==> src/rtl/deal_sequencer.sv <==
`default_nettype none
// +------------------------------------------------------------------------+
// | Module   : deal_sequencer                                              |
// | Purpose  : Baccarat card-writing datapath. Deals up to six cards into  |
// |            the player/dealer hand registers in table order, applies    |
// |            the third-card rules, and produces the running hand scores  |
// |            and the registered win flags.                               |
// | Ports    : slow_clock      - sole clock, rising edge                   |
// |            resetb          - asynchronous active-low reset             |
// |            start           - one-cycle pulse, begins a new hand        |
// |            step            - one-cycle pulse, advances deal one action |
// |            ext_card[3:0]   - external card source (DEAL_EXT_CARD_EN)   |
// |            pcard1..3[3:0]  - player cards (0 = none, 1..13 = rank)     |
// |            dcard1..3[3:0]  - dealer cards, same encoding               |
// |            pscore, dscore  - hand scores 0..9 (combinational)          |
// |            player_win,     - result flags, both high on a tie          |
// |            dealer_win                                                  |
// |            done            - hand complete                             |
// |            busy            - hand in progress                          |
// | Config   : `DEAL_EXT_CARD_EN - replaces the internal rank counter with |
// |            the ext_card input; out-of-range ranks make step a no-op.   |
// | Revision : 1.0 - initial release                                       |
// +------------------------------------------------------------------------+
module deal_sequencer (
  input  logic       slow_clock,
  input  logic       resetb,
  input  logic       start,
  input  logic       step,
`ifdef DEAL_EXT_CARD_EN
  input  logic [3:0] ext_card,
`endif
  output logic [3:0] pcard1,
  output logic [3:0] pcard2,
  output logic [3:0] pcard3,
  output logic [3:0] dcard1,
  output logic [3:0] dcard2,
  output logic [3:0] dcard3,
  output logic [3:0] pscore,
  output logic [3:0] dscore,
  output logic       player_win,
  output logic       dealer_win,
  output logic       done,
  output logic       busy
);

  localparam logic [2:0] S_IDLE    = 3'd0;
  localparam logic [2:0] S_P1      = 3'd1;
  localparam logic [2:0] S_D1      = 3'd2;
  localparam logic [2:0] S_P2      = 3'd3;
  localparam logic [2:0] S_D2      = 3'd4;
  localparam logic [2:0] S_DECIDE  = 3'd5;
  localparam logic [2:0] S_BANKER3 = 3'd6;
  localparam logic [2:0] S_DONE    = 3'd7;

  logic [2:0] state;
  logic [2:0] state_nxt;
  logic [3:0] card_src;
  logic       src_valid;
  logic       ld_p1, ld_p2, ld_p3, ld_d1, ld_d2, ld_d3;
  logic       enter_done;
  logic [3:0] dscore_final;

  // Rank -> baccarat value: face value for 1..9, zero for 10..13 and empty.
  function automatic logic [3:0] card_value(input logic [3:0] rank);
    card_value = (rank >= 4'd1 && rank <= 4'd9) ? rank : 4'd0;
  endfunction

  // Full 6-bit sum (max 27) reduced mod 10 without truncating first.
  function automatic logic [3:0] hand_score(input logic [3:0] c1,
                                            input logic [3:0] c2,
                                            input logic [3:0] c3);
    logic [5:0] sum;
    sum = {2'b00, card_value(c1)} + {2'b00, card_value(c2)}
        + {2'b00, card_value(c3)};
    if (sum >= 6'd20)
      hand_score = 4'(sum - 6'd20);
    else if (sum >= 6'd10)
      hand_score = 4'(sum - 6'd10);
    else
      hand_score = sum[3:0];
  endfunction

  // Banker third-card rule, indexed by banker score and player third value.
  function automatic logic banker_draws(input logic [3:0] bs,
                                        input logic [3:0] v);
    case (bs)
      4'd0, 4'd1, 4'd2: banker_draws = 1'b1;
      4'd3:             banker_draws = (v != 4'd8);
      4'd4:             banker_draws = (v >= 4'd2) && (v <= 4'd7);
      4'd5:             banker_draws = (v >= 4'd4) && (v <= 4'd7);
      4'd6:             banker_draws = (v >= 4'd6) && (v <= 4'd7);
      default:          banker_draws = 1'b0;
    endcase
  endfunction

`ifdef DEAL_EXT_CARD_EN
  assign card_src  = ext_card;
  assign src_valid = (ext_card >= 4'd1) && (ext_card <= 4'd13);
`else
  // Free-running rank source 1..13; a step captures its pre-edge value.
  logic [3:0] counter;

  always_ff @(posedge slow_clock or negedge resetb) begin
    if (!resetb)
      counter <= 4'd1;
    else if (counter == 4'd13)
      counter <= 4'd1;
    else
      counter <= counter + 4'd1;
  end

  assign card_src  = counter;
  assign src_valid = 1'b1;
`endif

  assign pscore = hand_score(pcard1, pcard2, pcard3);
  assign dscore = hand_score(dcard1, dcard2, dcard3);

  always_comb begin
    state_nxt = state;
    ld_p1     = 1'b0;
    ld_p2     = 1'b0;
    ld_p3     = 1'b0;
    ld_d1     = 1'b0;
    ld_d2     = 1'b0;
    ld_d3     = 1'b0;
    if (start) begin
      state_nxt = S_P1;
    end else if (step && src_valid) begin
      case (state)
        S_P1: begin ld_p1 = 1'b1; state_nxt = S_D1;     end
        S_D1: begin ld_d1 = 1'b1; state_nxt = S_P2;     end
        S_P2: begin ld_p2 = 1'b1; state_nxt = S_D2;     end
        S_D2: begin ld_d2 = 1'b1; state_nxt = S_DECIDE; end
        S_DECIDE: begin
          if (pscore >= 4'd8 || dscore >= 4'd8) begin
            state_nxt = S_DONE;
          end else if (pscore <= 4'd5) begin
            ld_p3     = 1'b1;
            state_nxt = S_BANKER3;
          end else begin
            ld_d3     = (dscore <= 4'd5);
            state_nxt = S_DONE;
          end
        end
        S_BANKER3: begin
          ld_d3     = banker_draws(dscore, card_value(pcard3));
          state_nxt = S_DONE;
        end
        default: state_nxt = state;
      endcase
    end
  end

  // Win flags are registered on the same edge that may load dcard3, so the
  // comparison must use the dealer score including that incoming card.
  assign enter_done   = (state_nxt == S_DONE) && (state != S_DONE);
  assign dscore_final = hand_score(dcard1, dcard2, ld_d3 ? card_src : dcard3);

  always_ff @(posedge slow_clock or negedge resetb) begin
    if (!resetb) begin
      state      <= S_IDLE;
      pcard1     <= 4'd0;
      pcard2     <= 4'd0;
      pcard3     <= 4'd0;
      dcard1     <= 4'd0;
      dcard2     <= 4'd0;
      dcard3     <= 4'd0;
      player_win <= 1'b0;
      dealer_win <= 1'b0;
      done       <= 1'b0;
      busy       <= 1'b0;
    end else begin
      state <= state_nxt;
      if (start) begin
        pcard1     <= 4'd0;
        pcard2     <= 4'd0;
        pcard3     <= 4'd0;
        dcard1     <= 4'd0;
        dcard2     <= 4'd0;
        dcard3     <= 4'd0;
        player_win <= 1'b0;
        dealer_win <= 1'b0;
        done       <= 1'b0;
        busy       <= 1'b1;
      end else begin
        if (ld_p1) pcard1 <= card_src;
        if (ld_p2) pcard2 <= card_src;
        if (ld_p3) pcard3 <= card_src;
        if (ld_d1) dcard1 <= card_src;
        if (ld_d2) dcard2 <= card_src;
        if (ld_d3) dcard3 <= card_src;
        if (enter_done) begin
          done       <= 1'b1;
          busy       <= 1'b0;
          player_win <= (pscore >= dscore_final);
          dealer_win <= (dscore_final >= pscore);
        end
      end
    end
  end

endmodule
`default_nettype wire
==> config.mk <==
export PLATFORM = sky130hd
export DESIGN_NAME = deal_sequencer
export DESIGN_NICKNAME = d
export VERILOG_FILES = /design/src/rtl/deal_sequencer.sv
export SDC_FILE = /design/constraint.sdc
export NUM_CORES = 1
export LEC_CHECK = 0
export CAP_MARGIN = 15
export CELL_PAD_IN_SITES_DETAIL_PLACEMENT = 1
export CELL_PAD_IN_SITES_GLOBAL_PLACEMENT = 1
export CORE_ASPECT_RATIO = 0.75
export CORE_UTILIZATION = 30
export DETAILED_ROUTE_END_ITERATION = 6
export GPL_TIMING_DRIVEN = 0
export PLACE_DENSITY_LB_ADDON = 0.2
export SLEW_MARGIN = 20
export SYNTH_ARGS = -nofsm -noshare
export SYNTH_HDL_FRONTEND = slang
export SYNTH_SLANG_ARGS = --single-unit
==> constraint.sdc <==
create_clock -name slow_clock -period 9.3 [get_ports slow_clock]
set_input_delay 1.86 -clock slow_clock [delete_from_list [all_inputs] [get_ports slow_clock]]
set_output_delay 1.86 -clock slow_clock [all_outputs]
set_load 0.05 [all_outputs]
### After elaboration in Yosys (flattened, before gate mapping)

Cells that the tools add are included.

* eq/ne operators: 16
* reductions and logical operators: 20
* add/subtract/negate cells: 12
* magnitude comparators: 30
* mux-type cells: 62

Operators by type and width (count)
* $mux W4: 26
* $mux W1: 31
* $ge A4 B1 Y1 const B: 7
* $le A4 B4 Y1 const B: 7
* $add A5 B4 Y6: 3
* $ge A6 B4 Y1 const B: 3
* $ge A6 B5 Y1 const B: 3
* $pmux W3 S6: 1
* $eq A3 B3 Y1 const B: 4
* $eq A4 B3 Y1 const B: 3
* $le A4 B3 Y1 const B: 3
* $reduce_bool A2 Y1: 6
* $sub A4 B3 Y4 const B: 3
* $sub A4 B4 Y4 const B: 3
* $logic_and A1 B1 Y1: 11
* $add A4 B4 Y5: 2
* $eq A4 B2 Y1 const B: 2
* $ge A4 B3 Y1 const B: 2
* $ge A4 B4 Y1: 2
* $ge A4 B4 Y1 const B: 2
* $eq A3 B2 Y1 const B: 2
* $mux W3: 2
* $pmux W1 S5: 1
* $add A4 B1 Y4 const B: 1
* 10 further kinds: 10

* logic and storage cells: 152
* output and inout bits: 36
* bits in registers: 35

### Logic depth before layout (Yosys ltp)

* word-level depth: 25
* depth in mapped cells: 37
* mapped depth without buffers: 37

### Worst setup path before layout

No wires, ideal clock.

* path type: register to register
* start: reg dcard1[3]
* end: reg dealer_win
* clock period less this slack: 8.252 ns
* setup time: 0.125 ns
* data arrival time: 8.127 ns
* buffers on the path: 0
* stages on the path, launching flop included: 36
* setup slack: 1.048 ns
* data required time: 9.175 ns
* cells stage by stage: dfrtp_1 > o21ai_0 > and2_1 > ha_1 > fa_1 > xor2_1 > ha_1 > a21oi_2 > nand2_1 > xnor2_1 > ha_1 > inv_1 > o221a_1 > o21bai_1 > o211ai_2 > xnor2_1 > a41o_1 > o211a_1 > nor2_2 > mux2i_1 > ha_1 > a21o_1 > a21oi_1 > xnor2_1 > ha_1 > a21oi_1 > nor4bb_1 > nor2_1 > xnor2_1 > ha_1 > nor2b_1 > o21ai_0 > nand2b_1 > a21oi_1 > nand2_1 > mux2_4

* longest elaborated chain between the ends: 25

Ends and longest elaborated chain
* start: declaration: RTL line 35 `output logic [3:0] dcard1,`
* start signal: assignment: RTL line 190 `if (ld_d1) dcard1 <= card_src;`
* $ge A4 B1 Y1 / $le A4 B4 Y1 (equally long branches): RTL line 65 `card_value = (rank >= 4'd1 && rank <= 4'd9) ? rank : 4'd0;`
* $logic_and A1 B1 Y1: RTL line 65
* $mux W4 *: RTL line 65
* $add A4 B4 Y5 *: RTL line 73 `sum = {2'b00, card_value(c1)} + {2'b00, card_value(c2)}`
* $add A5 B4 Y6 *: RTL line 74 `+ {2'b00, card_value(c3)};`
* $ge A6 B4 Y1 / $sub A4 B4 Y4 (equally long branches): RTL line 77, 78
* $mux W4: RTL line 77 `else if (sum >= 6'd10)`
* $mux W4 *: RTL line 75 `if (sum >= 6'd20)`
* net dscore[1]: RTL line 39 `output logic [3:0] dscore,`
* (+9 left out)
* $mux W4: RTL line 65
* $add A5 B4 Y6: RTL line 74
* $ge A6 B4 Y1 / $sub A4 B4 Y4 (equally long branches): RTL line 77, 78
* $mux W4: RTL line 77
* $mux W4: RTL line 75
* $ge A4 B4 Y1: RTL line 197 `dealer_win <= (dscore_final >= pscore);`
* $mux W1: RTL line 193 `if (enter_done) begin`
* $mux W1: RTL line 175 `if (start) begin`
* end signal: assignment: RTL line 197
* end: declaration: RTL line 41 `output logic dealer_win,`

Mark *: on every way through the listed nets, which the timed path passes. The rest lies on a longest branch. The select of a mux whose other input is x is not followed.
A chain may end at the register's enable or synchronous reset.

### Final worst setup path

* start: reg dcard2[3]
* end: reg dealer_win

* longest elaborated chain between the ends: 25

Ends and longest elaborated chain
* start: declaration: RTL line 36 `output logic [3:0] dcard2,`
* start signal: assignment: RTL line 191 `if (ld_d2) dcard2 <= card_src;`
* $ge A4 B1 Y1 / $le A4 B4 Y1 (equally long branches): RTL line 65
* $logic_and A1 B1 Y1: RTL line 65
* $mux W4 *: RTL line 65
* $add A4 B4 Y5 *: RTL line 73
* $add A5 B4 Y6: RTL line 74
* $ge A6 B4 Y1 / $sub A4 B4 Y4 (equally long branches): RTL line 77, 78
* $mux W4: RTL line 77
* $mux W4: RTL line 75
* (+9 left out)
* $mux W4: RTL line 65
* $add A5 B4 Y6: RTL line 74
* $ge A6 B4 Y1 / $sub A4 B4 Y4 (equally long branches): RTL line 77, 78
* $mux W4: RTL line 77
* $mux W4: RTL line 75
* $ge A4 B4 Y1: RTL line 197
* $mux W1: RTL line 193
* $mux W1: RTL line 175

Mark *: on every way between the ends. The rest lies on a longest branch, timed or not. The select of a mux whose other input is x is not followed.

==> run_results.csv <==
group,metric,value,unit
outcome,status,"complete, but fails checks",
outcome,failed_checks,"DRC",
power_and_ir_drop,pwr-share-seq,38.2,%
power_and_ir_drop,combPwrFrac,21.4,%
logic_synthesis,netlist_area,3400,um2
grt,antenna_found_initial,0,
floorplan,row_count,33,
clock_tree,root_buffer,"clkbuf_16",
setup_path,slowest_stage,"dfrtp_1",
power_and_ir_drop,total_power,418,uW
clock_tree,numCtsBuffers,5,
timing,period_minus_slack,8.50,ns
setup_path,cp-start-kind,"register",
cells_and_area,nFillCells,1298,
clock_tree,cts_tree,"built",
setup_path,crit_type,"reg2reg",
timing,timing.final.crit_share,91.4,%
grt,gr-total-overflow,0,
logic_synthesis,syn_area_per_cell,8.79,um2
cells_and_area,area_delta_synth_final,21.6,%
clock_tree,clock_latency,0.28,ns
timing,report.final.slew_viol_count,0,
logic_synthesis,async_reset_ff_share,100,%
routing,routed_via_density,5.14,
setup_path,rr_startpoint,"dcard2[3]",
floorplan,die_x,125,um
place,port_buffers,39,
place,place_congestion,0.793,
logic_synthesis,synth_area_leaders,"dfrtp_1, ha_1, mux2i_1",
cells_and_area,multiInputGateArea,2360,um2
grt,grt_max_degree,28,
worst_hold_path,holdPathStages,1,
clock_tree,cts_num_sinks,35,
setup_path,reg2reg_depth,35,
worst_hold_path,hold_path.class,"reg2reg",
cells_and_area,regArea,877,um2
cells_and_area,drive_gt1_share,6.21,%
logic_synthesis,synth_cell_types,57,
power_and_ir_drop,clkPwrFrac,40.4,%
clock_tree,cts_hold_buf,0,
power_and_ir_drop,p_per_area,101,nW/um2
timing,final.setup.tns,0,ns
timing,hold_viol_final,0,
logic_synthesis,yosys.area.top_type_share,25.0,%
clock_tree,htree_levels,2,
floorplan,core_area,11000,um2
setup_path,end_kind,"register",
run,cap_violations,0,
grt,grt_first_pass_wirelength,16.1,mm
clock_tree,clkTransAtPathRegs,0.06,ns
routing,finalWirelength,9.66,mm
logic_synthesis,yosys_warnings,0,
logic_synthesis,syn-num-nets,438,
grt,grt_pass1_vias,3104,
routing,drtIter0Drc,123,
routing,antenna_left,0,
routing,wl_per_cell,16.8,um
timing,setup_viol,0,
worst_hold_path,hp-start,"busy",
cells_and_area,nets,485,
clock_tree,post_cts_buffers,0,
timing,clock_skew,0.00671,ns
logic_synthesis,synth_edf_count,0,
logic_synthesis,synth-main-ff-cell,"dfrtp_1",
cells_and_area,antenna_cells,0,
timing,relSlewSlack,40.2,%
floorplan,die-area,11800,um2
logic_synthesis,syn_inst,387,
setup_path,r2r_end,"dealer_win",
setup_path,rrSetupSlack,0.80,ns
routing,num_vias,2956,
power_and_ir_drop,power.internal,288,uW
floorplan,io_pins,40,
grt,gr-usage-all-layers,17.1,%
timing,fmax,118,MHz
setup_path,critical_path_peak_fanout,6,
setup_path,cp_common_cell,"ha_1",
place,dp_hpwl,7.78,mm
logic_synthesis,yosys.area.top_type,"dfrtp_1",
routing,remaining_drc_errors,2,
power_and_ir_drop,p_leak,0.00193,uW
logic_synthesis,ys_seq_area_share,25.8,%
power_and_ir_drop,ir_worst_vdd,0.0798,mV
floorplan,initial_core_util,31.0,%
worst_hold_path,whs_endpoint,"busy",
power_and_ir_drop,switchingPower,130,uW
routing,firstDrtPassIters,6,
clock_tree,post_cts_resized,0,
setup_path,crit_required,9.46,ns
timing,rsz0062_at_grt,"no",
power_and_ir_drop,switching_share,31.1,%
setup_path,slowest_delay,0.45,ns
floorplan,die_y,94.2,um
logic_synthesis,ys_ff_latch,35,
setup_path,crit_arrival,8.67,ns
clock_tree,clock_path_buffers,2,
timing,tightest_slew,0.895,ns
-- layout by cell type, fill, tap and decap left out, types with 3 or more instances in the layout --
cell	n
nand3_1	15
a21o_1	10
a21oi_1	19
nor3_1	6
dfrtp_1	34
o211ai_1	6
and3b_1	3
nor2_1	26
xnor2_1	8
ha_1	39
clkbuf_16	5
xor2_1	4
nor2b_1	16
nor3b_1	9
o21ai_0	28
clkdlybuf4s50_1	38
nand2_1	29
nand4_1	3
nand2b_1	8
and2_1	4
mux2i_1	22
inv_1	35
a31oi_1	3
clkbuf_1	9
fa_1	8
-- cell usage after synthesis (all sizes together), types with 3 or more instances --
cell,number
mux2i,23
nand2b,8
inv,35
mux2,4
xnor2,9
a21oi,21
and2,4
ha,39
fa,8
a31oi,3
nor3b,9
dfrtp,34
and3b,3
nand4,3
o211ai,7
nor2b,16
nor3,6
a21o,10
nand3,15
o21ai,28
xor2,4
nand2,29
clkbuf,9
nor2,27
-- cell families (layout without fill, tap and decap cells) --
logic type | after synthesis | count (layout) | share of synthesized area (%)
and+or+nand+nor | 131 | 131 | 20.5
muxes | 27 | 27 | 8.68
xor gates and xnor gates | 13 | 13 | 3.57
DFF | 35 | 35 | 25.8
buffers and inverters | 46 | 94 | 5.11
AOI/OAI and AO/OA | 88 | 88 | 17.3
adders and majority gates | 47 | 47 | 19.1
-- registers in the layout, indices dropped and copies added, names as in the netlist --
name,flops
dcard3,4
pcard1,4
dcard2,4
state,3
player_win,1
busy,1
dcard1,4
pcard3,4
dealer_win,1
pcard2,4
done,1
card_src,4
-- layout make-up --
cell class	count	share of cell area, %
Buffer	11	1.03
Sequential cell	35	21.2
Tap cell	140	4.23
Clock inverter	3	0.575
Clock buffer	5	3.02
Timing Repair Buffer	40	9.80
Multi-Input combinational cell	306	57.0
Inverter	35	3.18
-- worst max-delay path by stage --
stage | slack, ns | startpoint | endpoint
2_1_floorplan | 1.05 | dcard1[3] | dealer_win
3_3_place_gp | 0.91 | dcard2[3] | dealer_win
3_5_place_dp | 0.64 | dcard2[3] | dealer_win
4_1_cts | 0.61 | dcard2[1] | dealer_win
5_1_grt | 0.10 | dcard2[1] | dealer_win
6_report | 0.80 | dcard2[3] | dealer_win
-- stage by stage --
| step | hold WS (ns) | utilization, % | area [um2] | instances | setup slack, ns |
|---|---|---|---|---|---|
| finish | 0.502 | 37.7 | 4140 | 575 | 0.796 |
| floorplan | 0.509 | - | 3400 | 387 | 1.05 |
| global placement | 0.490 | 36.1 | 3970 | 566 | 0.912 |
| global route | 0.545 | 37.7 | 4140 | 575 | 0.102 |
| detailed placement | 0.495 | 36.3 | 3980 | 567 | 0.640 |
| CTS | 0.513 | 37.6 | 4130 | 575 | 0.607 |
-- per-layer routing --
layer / part of all wire [%] / global-route usage [%] / vias to the layer above
met3: 2.2 / 1.48 / 4
met2: 45 / 28.2 / 28
li1: - / - / 1447
met4: 0.50 / 3.05 / 0
met5: 0 / 0 / -
met1: 52 / 24.6 / 1477
-- power by group through the flow --
stage          logic [uW]  registers, uW  clock network (uW)
2_1_floorplan        53.4            169                   0
3_3_place_gp         87.8            162                   0
3_5_place_dp         90.0            162                   0
4_1_cts              90.8            159                 173
5_1_grt              99.1            160                 177
6_report             89.4            159                 169
-- critical path, delay by kind of cell, from the launching register on --
family                     cells  cell delay (ns)
muxes                          1             0.27
DFF                            1             0.45
buffers and inverters          2             0.26
adders and majority gates      8             2.35
and+or+nand+nor                8             1.33
AOI/OAI and AO/OA             11             2.16
xor gates and xnor gates       5             1.55
No activity file was read; power rests on OpenSTA's default activity.
